==> src/rtl/key_debounce_pkg.sv <==
// Shared types and sizing helpers for the push-button debouncer.
package key_pkg;

  typedef enum logic [1:0] {
    REL  = 2'd0,
    PDB  = 2'd1,
    HELD = 2'd2,
    RDB  = 2'd3
  } key_state_e;

  // Counter width able to hold the largest of the three cycle counts.
  function automatic int cnt_width(input int a, input int b, input int c);
    int m;
    m = a;
    if (b > m) begin
      m = b;
    end else begin
      m = m;
    end
    if (c > m) begin
      m = c;
    end else begin
      m = m;
    end
    return $clog2(m + 1);
  endfunction

endpackage

==> src/rtl/key_debounce_sync_2ff.sv <==
// Two-flop synchroniser for a single asynchronous board input.
module sync_2ff #(
  parameter bit RESET_VAL = 1'b0
) (
  input  logic i_clk,
  input  logic i_rst_n,
  input  logic i_d,
  output logic o_q
);

  logic meta_q, meta_d;
  logic sync_q, sync_d;

  // Next-state for the synchroniser chain
  always_comb begin
    meta_d = i_d;
    sync_d = meta_q;
  end

  // Synchroniser flops, loaded with the idle level in reset
  always_ff @(posedge i_clk or negedge i_rst_n) begin
    if (!i_rst_n) begin
      meta_q <= RESET_VAL;
      sync_q <= RESET_VAL;
    end else begin
      meta_q <= meta_d;
      sync_q <= sync_d;
    end
  end

  assign o_q = sync_q;

endmodule

==> src/rtl/key_debounce.sv <==
// Debounces one raw push-button into a level plus press/release/auto-repeat pulses.
module key_debounce
  import key_pkg::*;
#(
  parameter int DEBOUNCE_CYCLES = 500_000,
  parameter bit KEY_ACTIVE_LOW  = 1'b1,
  parameter bit REPEAT_EN       = 1'b0,
  parameter int REPEAT_DELAY    = 25_000_000,
  parameter int REPEAT_PERIOD   = 5_000_000
) (
  input  logic i_clk,
  input  logic i_rst_n,
  input  logic i_key,
  output logic o_level,
  output logic o_press,
  output logic o_release,
  output logic o_repeat,
  output logic o_pulse
);

  localparam int CW = cnt_width(DEBOUNCE_CYCLES, REPEAT_DELAY, REPEAT_PERIOD);
  typedef logic [CW-1:0] cnt_t;

  localparam cnt_t DB_LAST  = cnt_t'(DEBOUNCE_CYCLES - 1);
  localparam cnt_t RD_LAST  = cnt_t'(REPEAT_DELAY - 1);
  localparam cnt_t RP_LAST  = cnt_t'(REPEAT_PERIOD - 1);
  localparam cnt_t CNT_MAX  = {CW{1'b1}};
  localparam cnt_t CNT_ZERO = {CW{1'b0}};
  localparam cnt_t CNT_ONE  = cnt_t'(1);

  function automatic cnt_t sat_inc(input cnt_t v);
    if (v == CNT_MAX) begin
      return v;
    end else begin
      return v + CNT_ONE;
    end
  endfunction

  logic       key_sync_s;
  logic       pr_s;
  key_state_e state_q, state_d;
  cnt_t       db_cnt_q, db_cnt_d;
  cnt_t       hold_cnt_q, hold_cnt_d;
  logic       rep_phase_q, rep_phase_d;
  logic       press_s, release_s, repeat_s;
  logic       level_q, level_d;
  logic       press_q, press_d;
  logic       release_q, release_d;
  logic       repeat_q, repeat_d;
  logic       pulse_q, pulse_d;

  sync_2ff #(
    .RESET_VAL (KEY_ACTIVE_LOW)
  ) u_sync_key (
    .i_clk   (i_clk),
    .i_rst_n (i_rst_n),
    .i_d     (i_key),
    .o_q     (key_sync_s)
  );

  assign pr_s = key_sync_s ^ KEY_ACTIVE_LOW;

  // Debounce FSM; rep_phase selects first-delay versus steady repeat period
  always_comb begin
    state_d     = state_q;
    db_cnt_d    = db_cnt_q;
    hold_cnt_d  = hold_cnt_q;
    rep_phase_d = rep_phase_q;
    press_s     = 1'b0;
    release_s   = 1'b0;
    repeat_s    = 1'b0;
    case (state_q)
      REL: begin
        if (pr_s) begin
          state_d  = PDB;
          db_cnt_d = CNT_ZERO;
        end else begin
          state_d = REL;
        end
      end
      PDB: begin
        if (!pr_s) begin
          state_d = REL;
        end else if (db_cnt_q == DB_LAST) begin
          state_d     = HELD;
          press_s     = 1'b1;
          hold_cnt_d  = CNT_ZERO;
          rep_phase_d = 1'b0;
        end else begin
          db_cnt_d = sat_inc(db_cnt_q);
        end
      end
      HELD: begin
        if (!pr_s) begin
          state_d  = RDB;
          db_cnt_d = CNT_ZERO;
        end else if (REPEAT_EN &&
                     ((!rep_phase_q && (hold_cnt_q == RD_LAST)) ||
                      ( rep_phase_q && (hold_cnt_q == RP_LAST)))) begin
          repeat_s    = 1'b1;
          hold_cnt_d  = CNT_ZERO;
          rep_phase_d = 1'b1;
        end else begin
          hold_cnt_d = sat_inc(hold_cnt_q);
        end
      end
      RDB: begin
        if (pr_s) begin
          state_d = HELD;
        end else if (db_cnt_q == DB_LAST) begin
          state_d   = REL;
          release_s = 1'b1;
        end else begin
          db_cnt_d = sat_inc(db_cnt_q);
        end
      end
      default: begin
        state_d = REL;
      end
    endcase
  end

  // Output register inputs
  always_comb begin
    level_d   = (state_d == HELD) || (state_d == RDB);
    press_d   = press_s;
    release_d = release_s;
    repeat_d  = repeat_s;
    pulse_d   = press_s | repeat_s;
  end

  // State, counters and registered outputs
  always_ff @(posedge i_clk or negedge i_rst_n) begin
    if (!i_rst_n) begin
      state_q     <= REL;
      db_cnt_q    <= CNT_ZERO;
      hold_cnt_q  <= CNT_ZERO;
      rep_phase_q <= 1'b0;
      level_q     <= 1'b0;
      press_q     <= 1'b0;
      release_q   <= 1'b0;
      repeat_q    <= 1'b0;
      pulse_q     <= 1'b0;
    end else begin
      state_q     <= state_d;
      db_cnt_q    <= db_cnt_d;
      hold_cnt_q  <= hold_cnt_d;
      rep_phase_q <= rep_phase_d;
      level_q     <= level_d;
      press_q     <= press_d;
      release_q   <= release_d;
      repeat_q    <= repeat_d;
      pulse_q     <= pulse_d;
    end
  end

  assign o_level   = level_q;
  assign o_press   = press_q;
  assign o_release = release_q;
  assign o_repeat  = repeat_q;
  assign o_pulse   = pulse_q;

endmodule

==> config.mk <==
export PLATFORM = sky130hd
export DESIGN_NAME = key_debounce
export DESIGN_NICKNAME = d
export VERILOG_FILES = /design/src/rtl/key_debounce_pkg.sv /design/src/rtl/key_debounce_sync_2ff.sv /design/src/rtl/key_debounce.sv
export SDC_FILE = /design/constraint.sdc
export NUM_CORES = 1
export LEC_CHECK = 0
export CORE_UTILIZATION = 40
export CTS_BUF_LIST = sky130_fd_sc_hd__clkbuf_4 sky130_fd_sc_hd__clkbuf_8
export CTS_CLUSTER_DIAMETER = 50
export DETAILED_ROUTE_END_ITERATION = 10
export SLEW_MARGIN = 20
export SYNTH_ARGS = -nofsm -noshare
export SYNTH_HDL_FRONTEND = slang
export SYNTH_SLANG_ARGS = --single-unit
==> constraint.sdc <==
create_clock -name i_clk -period 2.4 [get_ports i_clk]
set_clock_uncertainty 0.2 [all_clocks]
set_input_delay 0.72 -clock i_clk [delete_from_list [all_inputs] [get_ports i_clk]]
set_output_delay 0.72 -clock i_clk [all_outputs]
set_load 0.02 [all_outputs]
Word level (Yosys, flattened, before mapping)
Cells that the tools add are included.
{"block": "op_classes", "n_addsub": 1, "eq_ne": 11, "reduce_logical": 3, "mux": 19}
{"cell": "2-to-1 mux 25 bit", "count": 6}
{"cell": "case mux 25 bit (4 select lines)", "count": 1}
{"cell": "adder 25 x 1 -> 25 bit (second input constant)", "count": 1}
{"cell": "== test 25 x 19 -> 1 bit (second input constant)", "count": 1}
{"cell": "== test 25 bit (second input constant)", "count": 1}
{"cell": "2-to-1 mux 2 bit", "count": 5}
{"cell": "== test 2 bit (second input constant)", "count": 4}
{"cell": "case mux 2 bit (4 select lines)", "count": 1}
{"cell": "2-to-1 mux 1 bit", "count": 6}
{"cell": "inequality test 2 x 1 -> 1 bit (second input constant)", "count": 2}
{"cell": "inequality test 2 bit (second input constant)", "count": 2}
{"cell": "AND reduction 4 bit", "count": 1}
{"cell": "== test 2 x 1 -> 1 bit (second input constant)", "count": 1}
{"cell": "logical NOT 2 bit", "count": 1}
{"cell": "logical OR 1 bit", "count": 1}
{"block": "word_totals", "elab_cells": 41, "out_inout_bits": 5, "reg_bits": 32, "in_bits": 3}

Logic depth before layout (Yosys ltp)
Gate-level depths: netlist of run 1.
{"block": "logic_depth", "depth_word": 6, "depth_mapped": 8, "mapped_depth_nobuf": 7}

By module
A second synthesis of run 1 with hierarchy kept.
{"block": "hier_totals", "hier_cells": 205, "area_unflattened_um2": 1876.8}
{"mod": "key_debounce", "area_each_um2": 1824.2, "cells_each": 203, "seq_area_each_um2": 725.7, "n_inst": 1}
{"mod": "sync_2ff", "area_each_um2": 52.6, "cells_each": 2, "seq_area_each_um2": 52.6, "n_inst": 1}

Worst setup path before layout of run 1
No wires, ideal clock.
{"block": "synth_timing", "path_kind": "register -> register", "from": "register db_cnt_q[0]", "to": "register db_cnt_q[11]", "t_required_ps": 2136, "setup_ps": 64, "synth_period_minus_slack_ps": 2223, "path_slack_ps": 177, "n_path_buf": 0, "stages_incl_launch_ff": 7, "arrival_time_ps": 1959, "cell_sequence": "dfrtp_1 ha_1 and4_1 and3_4 a2111oi_1 or3b_1 a21bo_1"}
{"block": "synth_via", "elab_chain_cells": 5, "elab_cells_between_ends": 8, "classes_between": "add/sub: 1; eq/ne: 2; mux: 5"}
{"item": "start, declared", "line_no": "key_debounce.sv:42", "source": "cnt_t db_cnt_q, db_cnt_d;"}
{"item": "start signal, assigned", "line_no": "key_debounce.sv:146", "source": "db_cnt_q <= db_cnt_d;"}
{"item": "adder 25 x 1 -> 25 bit / == test 25 bit (equally long branches)", "line_no": "key_debounce.sv:35, key_debounce.sv:32"}
{"item": "2-to-1 mux 25 bit", "line_no": "key_debounce.sv:32", "source": "if (v == CNT_MAX) begin"}
{"item": "2-to-1 mux 25 bit (*)", "line_no": "key_debounce.sv:110", "source": "end else if (db_cnt_q == DB_LAST) begin"}
{"item": "2-to-1 mux 25 bit, on equally long branches", "line_no": "key_debounce.sv:108, key_debounce.sv:82"}
{"item": "case mux 25 bit (4 select lines) (*)", "line_no": "key_debounce.sv:72", "source": "case (state_q)"}
Every way passes the cells marked *; elsewhere a longest branch is shown, timed or not. The select of a mux whose other input is x is not followed.
A chain may end at the register's enable or synchronous reset.

Final worst setup path of run 1
{"block": "layout_timing", "from": "register db_cnt_q[6]", "to": "register state_q[0]"}
{"block": "layout_via", "elab_chain_cells": 4, "elab_cells_between_ends": 6, "classes_between": "eq/ne: 1; mux: 5"}
{"item": "== test 25 x 19 -> 1 bit (*)", "line_no": "key_debounce.sv:84, key_debounce.sv:110"}
{"item": "2-to-1 mux 2 bit, on equally long branches", "line_no": "key_debounce.sv:110, key_debounce.sv:84"}
{"item": "2-to-1 mux 2 bit, on equally long branches", "line_no": "key_debounce.sv:108, key_debounce.sv:82"}
{"item": "case mux 2 bit (4 select lines) (*)", "line_no": "key_debounce.sv:72"}
{"item": "end signal, assigned", "line_no": "key_debounce.sv:145", "source": "state_q <= state_d;"}
{"item": "end, declared", "line_no": "key_debounce.sv:41", "source": "key_state_e state_q, state_d;"}
Every way passes the cells marked *; elsewhere a longest branch is shown, timed or not.

==> results of run 1 <==
[synthesized netlist by cell type, drive strengths merged, types with 8 or more instances]
cell    n  area share (%)
a21oi   9             2.3
buf    10             3.0
a31oi   9             2.8
o21ai  10             2.5
dfrtp  29              36
and2    8             2.5
nand4   8             3.6
nand3  17             4.3
nor2    9             2.6
inv     8             1.5
nand2  20             3.8
and3    8             3.0
[cell usage in the layout (no fill, tap or decap), drive strengths merged, types with 2 or more instances in the layout]
cell type	Yosys	layout
a211o	2	2
a21o	2	2
a21oi	9	9
a22o	2	2
a22oi	2	2
a2bb2oi	2	2
a31oi	9	9
a41oi	2	2
and2	8	8
and3	8	8
and4	3	3
buf	10	33
clkbuf	3	5
clkdlybuf4s50	0	6
clkinv	0	3
dfrtp	29	29
dfstp	2	2
inv	8	7
nand2	20	20
nand3	17	17
nand4	8	8
nor2	9	9
nor3	4	4
nor4	4	4
nor4b	2	2
o211ai	4	4
o21ai	10	10
o22ai	3	3
o31ai	5	5
or3	4	4
or4	5	5
[per-layer routing]
layer  track usage, %  up-vias  wire length, um
met4             9.37        0              123
met1             31.7      890             2570
met2             33.2       70             2390
li1                 -      898                -
met5                0        -                0
met3             3.47       13              336
[state kept, by name, summed over array words and instances, names as in the netlist]
register and flops:
o_release 1, o_pulse 1, state_q 1, u_sync_key.meta_q 1, db_cnt_q 25, o_level 1
u_sync_key.o_q 1
[repair_timing]
item,CTS,global route
buffers inserted,0,11
endpoints found under the setup margin,0,18
hold buffers,0,0
gates resized for setup,0,4
[critical path, cell delays in order, from the launching register on]
cell and delay [ns]:
dfrtp_2 0.47, nor4bb_1 0.41, and4_1 0.33, a21o_1 0.25, clkinvlp_4 0.15, buf_4 0.17
buf_4 0.13, buf_4 0.12
[power by group]
part	internal, mW	total (mW)	switching [mW]
Sequential	0.535	0.551	0.0153
Combinational	0.0347	0.0871	0.0524
Clock	0.198	0.402	0.204
Total	0.768	1.04	0.272
[final timing paths]
check | from | endpoint | slack (ns) | cells after the start
max in group asynchronous | i_rst_n | u_sync_key.o_q | 1.05 | 2
min | u_sync_key.meta_q | u_sync_key.o_q | 0.16 | 0
min in group asynchronous | i_rst_n | db_cnt_q[9] | 0.63 | 2
max | db_cnt_q[6] | state_q[0] | 0.05 | 7
min reg2reg | u_sync_key.meta_q | u_sync_key.o_q | 0.16 | 0
max reg2reg | db_cnt_q[6] | state_q[0] | 0.05 | 7
[per-stage QoR]
stage | total power [mW] | util [%] | setup slack (ns) | instance area (sq um)
2_1_floorplan | 0.600 | - | 0.177 | 1990
3_3_place_gp | 0.633 | 46.8 | 0.0996 | 2230
3_5_place_dp | 0.633 | 46.8 | 0.0404 | 2230
4_1_cts | 1.04 | 48.6 | 0.0330 | 2310
5_1_grt | 1.08 | 50.6 | -0.0420 | 2400
6_report | 1.04 | 50.6 | 0.0540 | 2400
[layout make-up]
| type | count | share of cell area (%) |
|---|---|---|
| inverter | 8 | 1.40 |
| sequential | 31 | 32.4 |
| timing repair buffer | 39 | 12.7 |
| clock inverter | 3 | 0.624 |
| clock buffer | 5 | 2.86 |
| tap | 67 | 3.49 |
| multi-input combinational | 165 | 46.5 |
[cells by family (layout without fill, tap and decap cells)]
kind of cell,after synthesis,in the layout,share of synthesized area (%)
buf+inv,21,55,5.09
other cells,1,1,0.188
xor+xnor,2,2,0.881
simple gates,98,98,31.3
flops,31,31,39.1
mux,1,1,0.566
compound gates,62,62,22.3
fa+ha+maj,1,1,0.629
==> results.cfg, run 1 <==
[finish]
fillers = 458
fin_nets = 254
layout-drive-gt1-share_pct = 23.5
multiInputGateArea_sq_mm = 0.00112
n_antenna_cell = 0
syn2layout_area_growth_pct = 20.9
final_cells = 318
seqCellArea_sq_um = 779

[routing]
finalWirelength_um = 5430
firstDrtPassIters = 4
drt_iter0_markers = 199
dr_total_vias = 1871
avgViaCountPerCell = 5.88
drc = 0
ant_nets = 0
wl_per_cell_um = 17.1

[placement]
placement.io_buffers = 6
placed_cells = 299
place_hpwl_um = 3750
place_congestion = 0.853

[sta]
setup_violations = 0
slew_headroom_pct = 60.2
worst_pin_slew_ns = 0.595
post-route-period-util_pct = 97.7
drv_slew = 0
whs_ns = 0.157
fin_crit_ns = 2.35
max_clock_freq_ghz = 0.426
hold_viol = 0
timing.setup.tns_ns = 0

[yosys]
syn_area_sq_mm = 0.00199
synth_edf_count = 0
synth.avg_cell_area_sq_um = 9.17
yosysUniqueCellTypes = 61
ys_ff_latch = 31
syn_nets = 221
async_reset_ff_share_pct = 100
syn_inst = 217
synthFlopType = dfrtp_1
ys_seq_area_share_pct = 39.1
ys.warnings.count = 0

[clocking]
cts_buffers = 5
clkLatencyLatePin_ns = 0.29
clock-root-buffer = clkbuf_8
cts_tree = done
clock_path_buffers = 2
clk_pin_slew_ns = 0.07
htree_levels = 2
cts_sinks = 31

[floorplan]
initial_core_util_pct = 41.8
io_pins = 8
die-area_sq_mm = 0.00526
coreArea_sq_mm = 0.00475
fp-row-count = 25
die_h_um = 72.5
die_w_um = 72.5

[power]
leakagePower_nw = 1.05
p_per_area_mw_per_mm2 = 432
vdd_drop_max_uv = 191

[grt]
grt_pass1_vias = 1717
grt_util_all_layers_pct = 22.2
grt_pass1_wl_um = 8790
grt_overflow = 0
grt_max_degree = 32
grt_antenna_before_repair = 0

[worst_setup_path]
crit_type = reg2reg
crit_fanout = 5
cp_data_arrival_time_ns = 2.33
required_ns = 2.38
end_kind = flip-flop
worst_setup_path_start_kind = flip-flop

[min_path]
hp-class = reg2reg

[status]
status = complete, no violations

[flow_run]
maxCapViolCount = 0
(Power assumes the default switching activity.)
==> inputs of run 2 (changes only) <==
Settings changed: TNS_END_PERCENT set to 20.
==> results of run 2 <==
No change in the layout: final DEF, timing and power equal those of run 1.
==> inputs of run 3 (changes only) <==
Settings changed: TNS_END_PERCENT 20 to 10.
==> results.cfg, run 3 (synthesis results as in run 1) <==
[power]
p_per_area_mw_per_mm2 = 434
vdd_drop_max_uv = 191
leakagePower_nw = 1.05

[routing]
dr_total_vias = 1871
finalWirelength_um = 5460
wl_per_cell_um = 17.2
drt_iter0_markers = 168
firstDrtPassIters = 5
wl_met1_um = 2570
wl_met3_um = 342
drc = 0
wl_met2_um = 2420
ant_nets = 0
highest_layer = met4
avgViaCountPerCell = 5.90

[sta]
setup_violations = 0
fin_crit_ns = 2.34
worst_pin_slew_ns = 0.593
slew_headroom_pct = 60.3
hold_viol = 0
max_clock_freq_ghz = 0.427
drv_slew = 0
post-route-period-util_pct = 97.7
fin_ws_ns = 0.0558

[floorplan]
io_pins = 8
die-area_sq_mm = 0.00526
die_h_um = 72.5
die_w_um = 72.5
fp-row-count = 25
initial_core_util_pct = 41.8
coreArea_sq_mm = 0.00475

[placement]
place_congestion = 0.853
dp_slack_ns = 0.0404
dpl-instance-area_sq_mm = 0.00223
placement.io_buffers = 6
place_hpwl_um = 3750

[worst_setup_path]
worst_setup_path_start_kind = flip-flop
rr_endpoint = state_q[0]
end_kind = flip-flop
crit_type = reg2reg
r2r_setup_slack_ns = 0.06
required_ns = 2.38
cp-startpoint = db_cnt_q[0]
crit_end = state_q[0]
r2r_start = db_cnt_q[0]
r2r_cells = 8
cp_data_arrival_time_ns = 2.33
crit_fanout = 5

[finish]
syn2layout_area_growth_pct = 21.0
fin_nets = 253
n_antenna_cell = 0
mostFrequentLayoutCell = buf_4
finalInstanceArea_sq_mm = 0.00241
layout-drive-gt1-share_pct = 23.2
regMostFlops = db_cnt_q
final_util_pct = 50.6
largest_register_ffs = 25
final_cell_mix = 31 x buf_4, 28 x dfrtp_1, 20 x nand2_1

[grt]
grt_pass1_vias = 1717
grt_overflow = 0
grt_max_degree = 32
grt_util_all_layers_pct = 22.2
grt_antenna_before_repair = 0
grt_pass1_wl_um = 8790

[clocking]
postCtsHoldBufs = 0
clk_pin_slew_ns = 0.07
cts_tree = done
clock_path_buffers = 2
htree_levels = 2
clock-root-buffer = clkbuf_8
cts_buffers = 5
clkLatencyLatePin_ns = 0.29
cts_sinks = 31

[flow_run]
maxCapViolCount = 0

[status]
status = complete, no violations

[min_path]
hp-class = reg2reg
[run 3: cell count changes in the layout (fill, tap and decap cells not counted)]
cell,before,now
buf_4,32,31
ha_2,1,0
ha_4,0,1
[run 3: final cells by class]
type	instances	area, sq um
clock inverters	3	15.0
well taps	67	83.8
fillers	460	2350
inverters	8	33.8
multi-input cells	165	1130
repair buffers	38	298
flip-flops and latches	31	779
clock buffers	5	68.8
[run 3: per-stage QoR]
step	TNS, ns	power, mW	hold WS, ns	cells
after detailed placement	0	0.633	0.148	299
after global placement	0	0.633	0.146	299
after global routing	-0.0409	1.08	0.160	317
final	0	1.04	0.158	317
after CTS	0	1.04	0.158	307
after floorplan	0	0.600	0.145	217
[run 3: repair_timing]
action,in CTS,in global routing
setup buffers,0,10
resized for setup,0,5
endpoints found under the setup margin,0,18
[run 3: where the power goes]
part           internal (mW)  leakage, nW  switching [mW]
Clock                  0.198       0.0477           0.206
Combinational         0.0355        0.581          0.0517
Sequential             0.535        0.420          0.0182
Total                  0.769         1.05           0.276
[run 3: per-layer routing]
layer  track usage (%)  vias to the layer above
li1                  -                      896
met1              31.7                      878
met2              33.2                       82
met3              3.47                       15
met4              9.37                        0
met5                 0                        -
[run 3: critical path, cell delays in order (launching register included)]
cell and delay [ns]:
dfrtp_1 0.44, ha_4 0.18, nand4_1 0.24, nor3_2 0.34, a21o_1 0.26, clkinvlp_4 0.15, buf_4 0.17, buf_4 0.13
buf_4 0.12
[run 3: worst min-delay path by stage]
stage	to	slack [ns]	startpoint	depth (start not counted)
finish	u_sync_key.o_q	0.16	u_sync_key.meta_q	0
CTS	u_sync_key.o_q	0.16	u_sync_key.meta_q	0
global route	u_sync_key.o_q	0.16	u_sync_key.meta_q	0
floorplan	u_sync_key.o_q	0.15	u_sync_key.meta_q	0
detailed placement	u_sync_key.o_q	0.15	u_sync_key.meta_q	0
global placement	u_sync_key.o_q	0.15	u_sync_key.meta_q	0
